--- src/rtl/quad_vga_renderer.sv ---
// VGA timing generator that shows four quadrant colours, latched once per frame so a frame never tears.
// Latency: sync/colour 1 clk, h_pos/v_pos 0 clk. No backpressure: the counters advance on every pix_en.
module quad_vga_renderer #(
    parameter int H_VIS  = 640,
    parameter int H_FP   = 16,
    parameter int H_SYNC = 96,
    parameter int H_BP   = 48,
    parameter int V_VIS  = 480,
    parameter int V_FP   = 10,
    parameter int V_SYNC = 2,
    parameter int V_BP   = 33
) (
    input  logic        clk,
    input  logic        rst,
    input  logic        pix_en,
    input  logic [23:0] ch0,
    input  logic [23:0] ch1,
    input  logic [23:0] ch2,
    input  logic [23:0] ch3,
    output logic        hsync,
    output logic        vsync,
    output logic [3:0]  vga_r,
    output logic [3:0]  vga_g,
    output logic [3:0]  vga_b,
    output logic        frame_start,
    output logic [9:0]  h_pos,
    output logic [9:0]  v_pos
);

    localparam logic [9:0] H_LAST = 10'(H_VIS + H_FP + H_SYNC + H_BP - 1);
    localparam logic [9:0] V_LAST = 10'(V_VIS + V_FP + V_SYNC + V_BP - 1);
    localparam logic [9:0] H_ACT  = 10'(H_VIS);
    localparam logic [9:0] V_ACT  = 10'(V_VIS);
    localparam logic [9:0] H_MID  = 10'(H_VIS / 2);
    localparam logic [9:0] V_MID  = 10'(V_VIS / 2);
    localparam logic [9:0] HS_BEG = 10'(H_VIS + H_FP);
    localparam logic [9:0] HS_END = 10'(H_VIS + H_FP + H_SYNC);
    localparam logic [9:0] VS_BEG = 10'(V_VIS + V_FP);
    localparam logic [9:0] VS_END = 10'(V_VIS + V_FP + V_SYNC);

    logic [9:0]  h_cnt;
    logic [9:0]  v_cnt;
    logic [23:0] sh0, sh1, sh2, sh3;
    logic        h_wrap;
    logic        frame_wrap;
    logic        left, top, active;
    logic [23:0] sel;
    logic        hsync_nxt, vsync_nxt;
    logic        unused_bits;

    assign h_wrap     = (h_cnt == H_LAST);
    assign frame_wrap = pix_en && h_wrap && (v_cnt == V_LAST);

    always_ff @(posedge clk) begin
        if (rst) begin
            h_cnt <= '0;
            v_cnt <= '0;
        end else if (pix_en) begin
            if (h_wrap) begin
                h_cnt <= '0;
                v_cnt <= (v_cnt == V_LAST) ? 10'd0 : v_cnt + 10'd1;
            end else begin
                h_cnt <= h_cnt + 10'd1;
            end
        end
    end

    // Colours are captured only at the frame boundary; the value present at that edge is taken.
    always_ff @(posedge clk) begin
        if (rst) begin
            sh0 <= '0;
            sh1 <= '0;
            sh2 <= '0;
            sh3 <= '0;
        end else if (frame_wrap) begin
            sh0 <= ch0;
            sh1 <= ch1;
            sh2 <= ch2;
            sh3 <= ch3;
        end
    end

    always_comb begin
        left      = (h_cnt < H_MID);
        top       = (v_cnt < V_MID);
        active    = (h_cnt < H_ACT) && (v_cnt < V_ACT);
        hsync_nxt = !((h_cnt >= HS_BEG) && (h_cnt < HS_END));
        vsync_nxt = !((v_cnt >= VS_BEG) && (v_cnt < VS_END));
        case ({top, left})
            2'b11:   sel = sh0;
            2'b10:   sel = sh2;
            2'b01:   sel = sh1;
            default: sel = sh3;
        endcase
    end

    // Only the top nibble of each colour reaches the 4-bit DAC.
    assign unused_bits = ^{sel[19:16], sel[11:8], sel[3:0]};

    always_ff @(posedge clk) begin
        if (rst) begin
            hsync       <= 1'b1;
            vsync       <= 1'b1;
            vga_r       <= 4'h0;
            vga_g       <= 4'h0;
            vga_b       <= 4'h0;
            frame_start <= 1'b0;
        end else begin
            hsync       <= hsync_nxt;
            vsync       <= vsync_nxt;
            vga_r       <= active ? sel[23:20] : 4'h0;
            vga_g       <= active ? sel[15:12] : 4'h0;
            vga_b       <= active ? sel[7:4]   : 4'h0;
            frame_start <= frame_wrap;
        end
    end

    assign h_pos = h_cnt;
    assign v_pos = v_cnt;

endmodule

--- config.mk ---
export PLATFORM = sky130hd
export DESIGN_NAME = quad_vga_renderer
export DESIGN_NICKNAME = d
export VERILOG_FILES = /design/src/rtl/quad_vga_renderer.sv
export SDC_FILE = /design/constraint.sdc
export NUM_CORES = 1
export LEC_CHECK = 0
export ABC_AREA = 1
export CORE_ASPECT_RATIO = 0.6
export CORE_UTILIZATION = 45
export DETAILED_ROUTE_END_ITERATION = 8
export GPL_TIMING_DRIVEN = 0
export PLACE_DENSITY = 0.79
export SLEW_MARGIN = 20
export SYNTH_ARGS = -nofsm -noshare
export SYNTH_HDL_FRONTEND = slang
export SYNTH_SLANG_ARGS = --single-unit
--- constraint.sdc ---
create_clock -name clk -period 1.8 [get_ports clk]
set_input_delay 0.27 -clock clk [delete_from_list [all_inputs] [get_ports clk]]
set_output_delay 0.27 -clock clk [all_outputs]
set_load 0.01 [all_outputs]
==> flow_summary.toml <==
[sta]
postLayoutSetupSlackWorst_ns = 0.06457
fin_crit_ns = 1.735
setup_violations = 0
max_freq_ghz = 0.5762
hold_viol = 0
worst_clock_skew_ns = 0.004591
relSlewSlack_pct = 60.70
worstMarginPinSlew_ns = 0.5895
min_period_over_period_pct = 96.41
slew_viol_final = 0

[logic_synthesis]
ys.flop_type = "dfxtp_1"
yosysTopAreaCellShare_pct = 44.25
synth-seq-cells = 83
yosysTopAreaCell = "dfxtp_1"
syn_area_per_cell_um2 = 7.435
syn_area_mm2 = 0.003755
yosys_warnings = 0
synth_compound_area_share_pct = 8.697
synth_top_family_by_area = "simple AND/OR/NAND/NOR gates"
synth_fp_nets = 608
yosysSeqAreaShare_pct = 44.25
syn_inst = 505
synthAdderAreaFrac_pct = 1.333
synthMuxAreaShare_pct = 0
synth_area_leaders = "dfxtp_1 44%, nand2_1 12%, nand3_1 9.5%"
synth.distinct_cells = 33
async_reset_ff_share_pct = 0
synth-xor-area-share_pct = 1.400
synth_edf_count = 0
synthSimpleGateAreaFrac_pct = 35.42

[global_route]
grt_max_degree = 14
grt_overflow = 0
first_global_vias = 3435
track_usage_pct = 24.83
grt_pass1_wl_um = 16700
antenna_found_initial = 0

[pwr]
clockPowerShare_pct = 49.3
seqPwrFrac_pct = 45.3
switchingPower_w = 0.0008273
comb_power_share_pct = 5.4
max-vdd-ir-drop_mv = 0.6256
p_per_area_mw_per_mm2 = 800.1
p_leak_nw = 2.022
power.internal_w = 0.003252
netSwitchingFraction_pct = 20.28

[floorplan]
core-area_mm2 = 0.007976
chipHeight_um = 72.76
start_util_pct = 47.07
die_area_mm2 = 0.008725
io_pins = 134
die_x_um = 119.9
rows = 25

[critical_path]
crit_type = "reg2out"
cp.arrival_ns = 1.47
critPathRequiredTime_ns = 1.53
crit_fanout = 7
cp-end-kind = "output pin"
worstPathCellList = "clkdlybuf4s50_1"
crit_family = "buffers and inverters"
worst-path-buf-inv = 1
start_kind = "register"
slowest_delay_ns = 0.61
crit_slowest_cell = "clkdlybuf4s50_1"

[place]
hpwl_um = 7675
port_buffers = 85
dp_cells = 698
gp_congestion = 0.8653
dpl_worst_slack_ns = -0.2988

[finish]
multi_input_area_mm2 = 0.001777
fillers = 680
final_layout_size_suffix_gt1_share_pct = 12.54
syn2layout_area_growth_pct = 35.79
stdcell_count = 714
regArea_mm2 = 0.001665
fin_nets = 704
n_antenna_cell = 0

[detailed_routing]
wl_um = 10330
antenna_left = 0
routedWlPerCell_um = 14.47
vias_per_cell = 5.168
drtIter0Drc = 404
vias = 3690
drt-pass1-iter-count = 5
route.detailed.drc = 0

[job]
maxCapViolations = 0

[clock_network]
clk-insertion-delay-late_ns = 0.34
ctsHoldBuffers = 0
cts_buffers = 9
clock-sinks = 83
cts-root-buf = "clkbuf_16"
clockBufferDepth = 2
clk_pin_slew_ns = 0.06
cts_max_level = 3
cts_tree = "yes"

[worst_hold_path]
worst_hold_path_type = "reg2reg"

[status]
status = "finished, final reports clean"
layer usage:
layer | up-vias | GRT usage (%) | share of wire (%)
li1 | 1832 | - | -
met1 | 1686 | 34.55 | 48
met2 | 163 | 37.04 | 42
met3 | 9 | 7.109 | 9.8
met4 | 0 | 8.056 | 0.80
met5 | - | 0 | 0
synth_stat cells, types with 3 or more instances:
library cell,count
ha_1,4
xor2_1,5
clkbuf_1,5
nor3_1,9
buf_6,3
o21ai_0,34
nor2_1,38
inv_1,41
nand3_1,71
nand2_1,124
nand4_1,5
inv_2,5
nor2_2,6
nor2_4,6
nand3_2,11
a21oi_1,21
dfxtp_1,83
buf_2,9
nand2_2,5
buf_4,5
power by group through the flow:
stage	combinational [W]	sequential [W]	clock (W)
floorplan	0.0000624	0.00189	0
global placement	0.000211	0.00189	0
detailed placement	0.000215	0.00189	0
CTS	0.000217	0.00185	0.00203
global route	0.000234	0.00185	0.00210
finish	0.000221	0.00185	0.00201
placed cells by master (no fill, tap or decap), types with 6 or more instances in the layout:
cell | synthesis | layout
nor2_4 | 6 | 7
inv_1 | 41 | 41
nand2_1 | 124 | 124
nand3_2 | 11 | 11
o21ai_0 | 34 | 34
nand3_1 | 71 | 71
clkbuf_16 | 0 | 9
nor2_1 | 38 | 37
a21oi_1 | 21 | 21
nor3_1 | 9 | 9
buf_2 | 9 | 8
nor2_2 | 6 | 6
clkdlybuf4s50_1 | 0 | 85
dfxtp_1 | 83 | 80
registers in the layout (all words and copies together), names as in the netlist:
register / count
sh0: 12
sh1: 12
sh2: 12
sh3: 12
h_pos: 10
v_pos: 10
vga_b: 4
vga_g: 4
vga_r: 4
frame_start: 1
hsync: 1
vsync: 1
per-stage QoR:
stage	total power [W]	cell area, um2	TNS (ns)	hold WS, ns	util [%]
after floorplan	0.001950	3755	0	0.3905	-
after global placement	0.002097	4741	-5.140	0.4252	59.44
after detailed placement	0.002102	4741	-6.399	0.4278	59.44
after CTS	0.004090	5071	0	0.4430	63.58
after global routing	0.004177	5099	-0.005630	0.4612	63.92
final	0.004079	5099	0	0.4427	63.92
cells by family after synthesis:
| group | Yosys count |
|---|---|
| buffers and inverters | 72 |
| AND/OR/NAND/NOR | 279 |
| AO/OA/AOI/OAI | 61 |
| adder cells (fa/ha/maj) | 4 |
| XOR/XNOR | 6 |
| flip-flops | 83 |
layout make-up:
class	count	share of cell area (%)
inverter	48	3.534
tap	108	2.650
clock inverter	4	1.423
buffer	24	3.166
sequential	83	32.66
timing repair buffer	85	16.69
clock buffer	12	5.031
multi-input combinational	350	34.85
what timing repair did:
action | in CTS | in global routing
gates resized for setup | 1 | 10
pin swaps | 0 | 0
setup endpoints to repair | 1 | 14
setup buffers | 0 | 0
worst paths after layout:
kind                              start                   to  slack (ns)  cells after the start
setup / recovery  v_pos[9]$_SDFFE_PP0P_             v_pos[9]        0.06                      1
hold / removal      sh3[4]$_SDFFE_PP0P_  sh3[4]$_SDFFE_PP0P_        0.44                      2
setup reg to reg  v_pos[9]$_SDFFE_PP0P_  vga_r[1]$_SDFF_PP0_        0.09                      7
hold reg to reg     sh3[4]$_SDFFE_PP0P_  sh3[4]$_SDFFE_PP0P_        0.44                      2
Note: power is estimated with default switching activity, not from simulation.
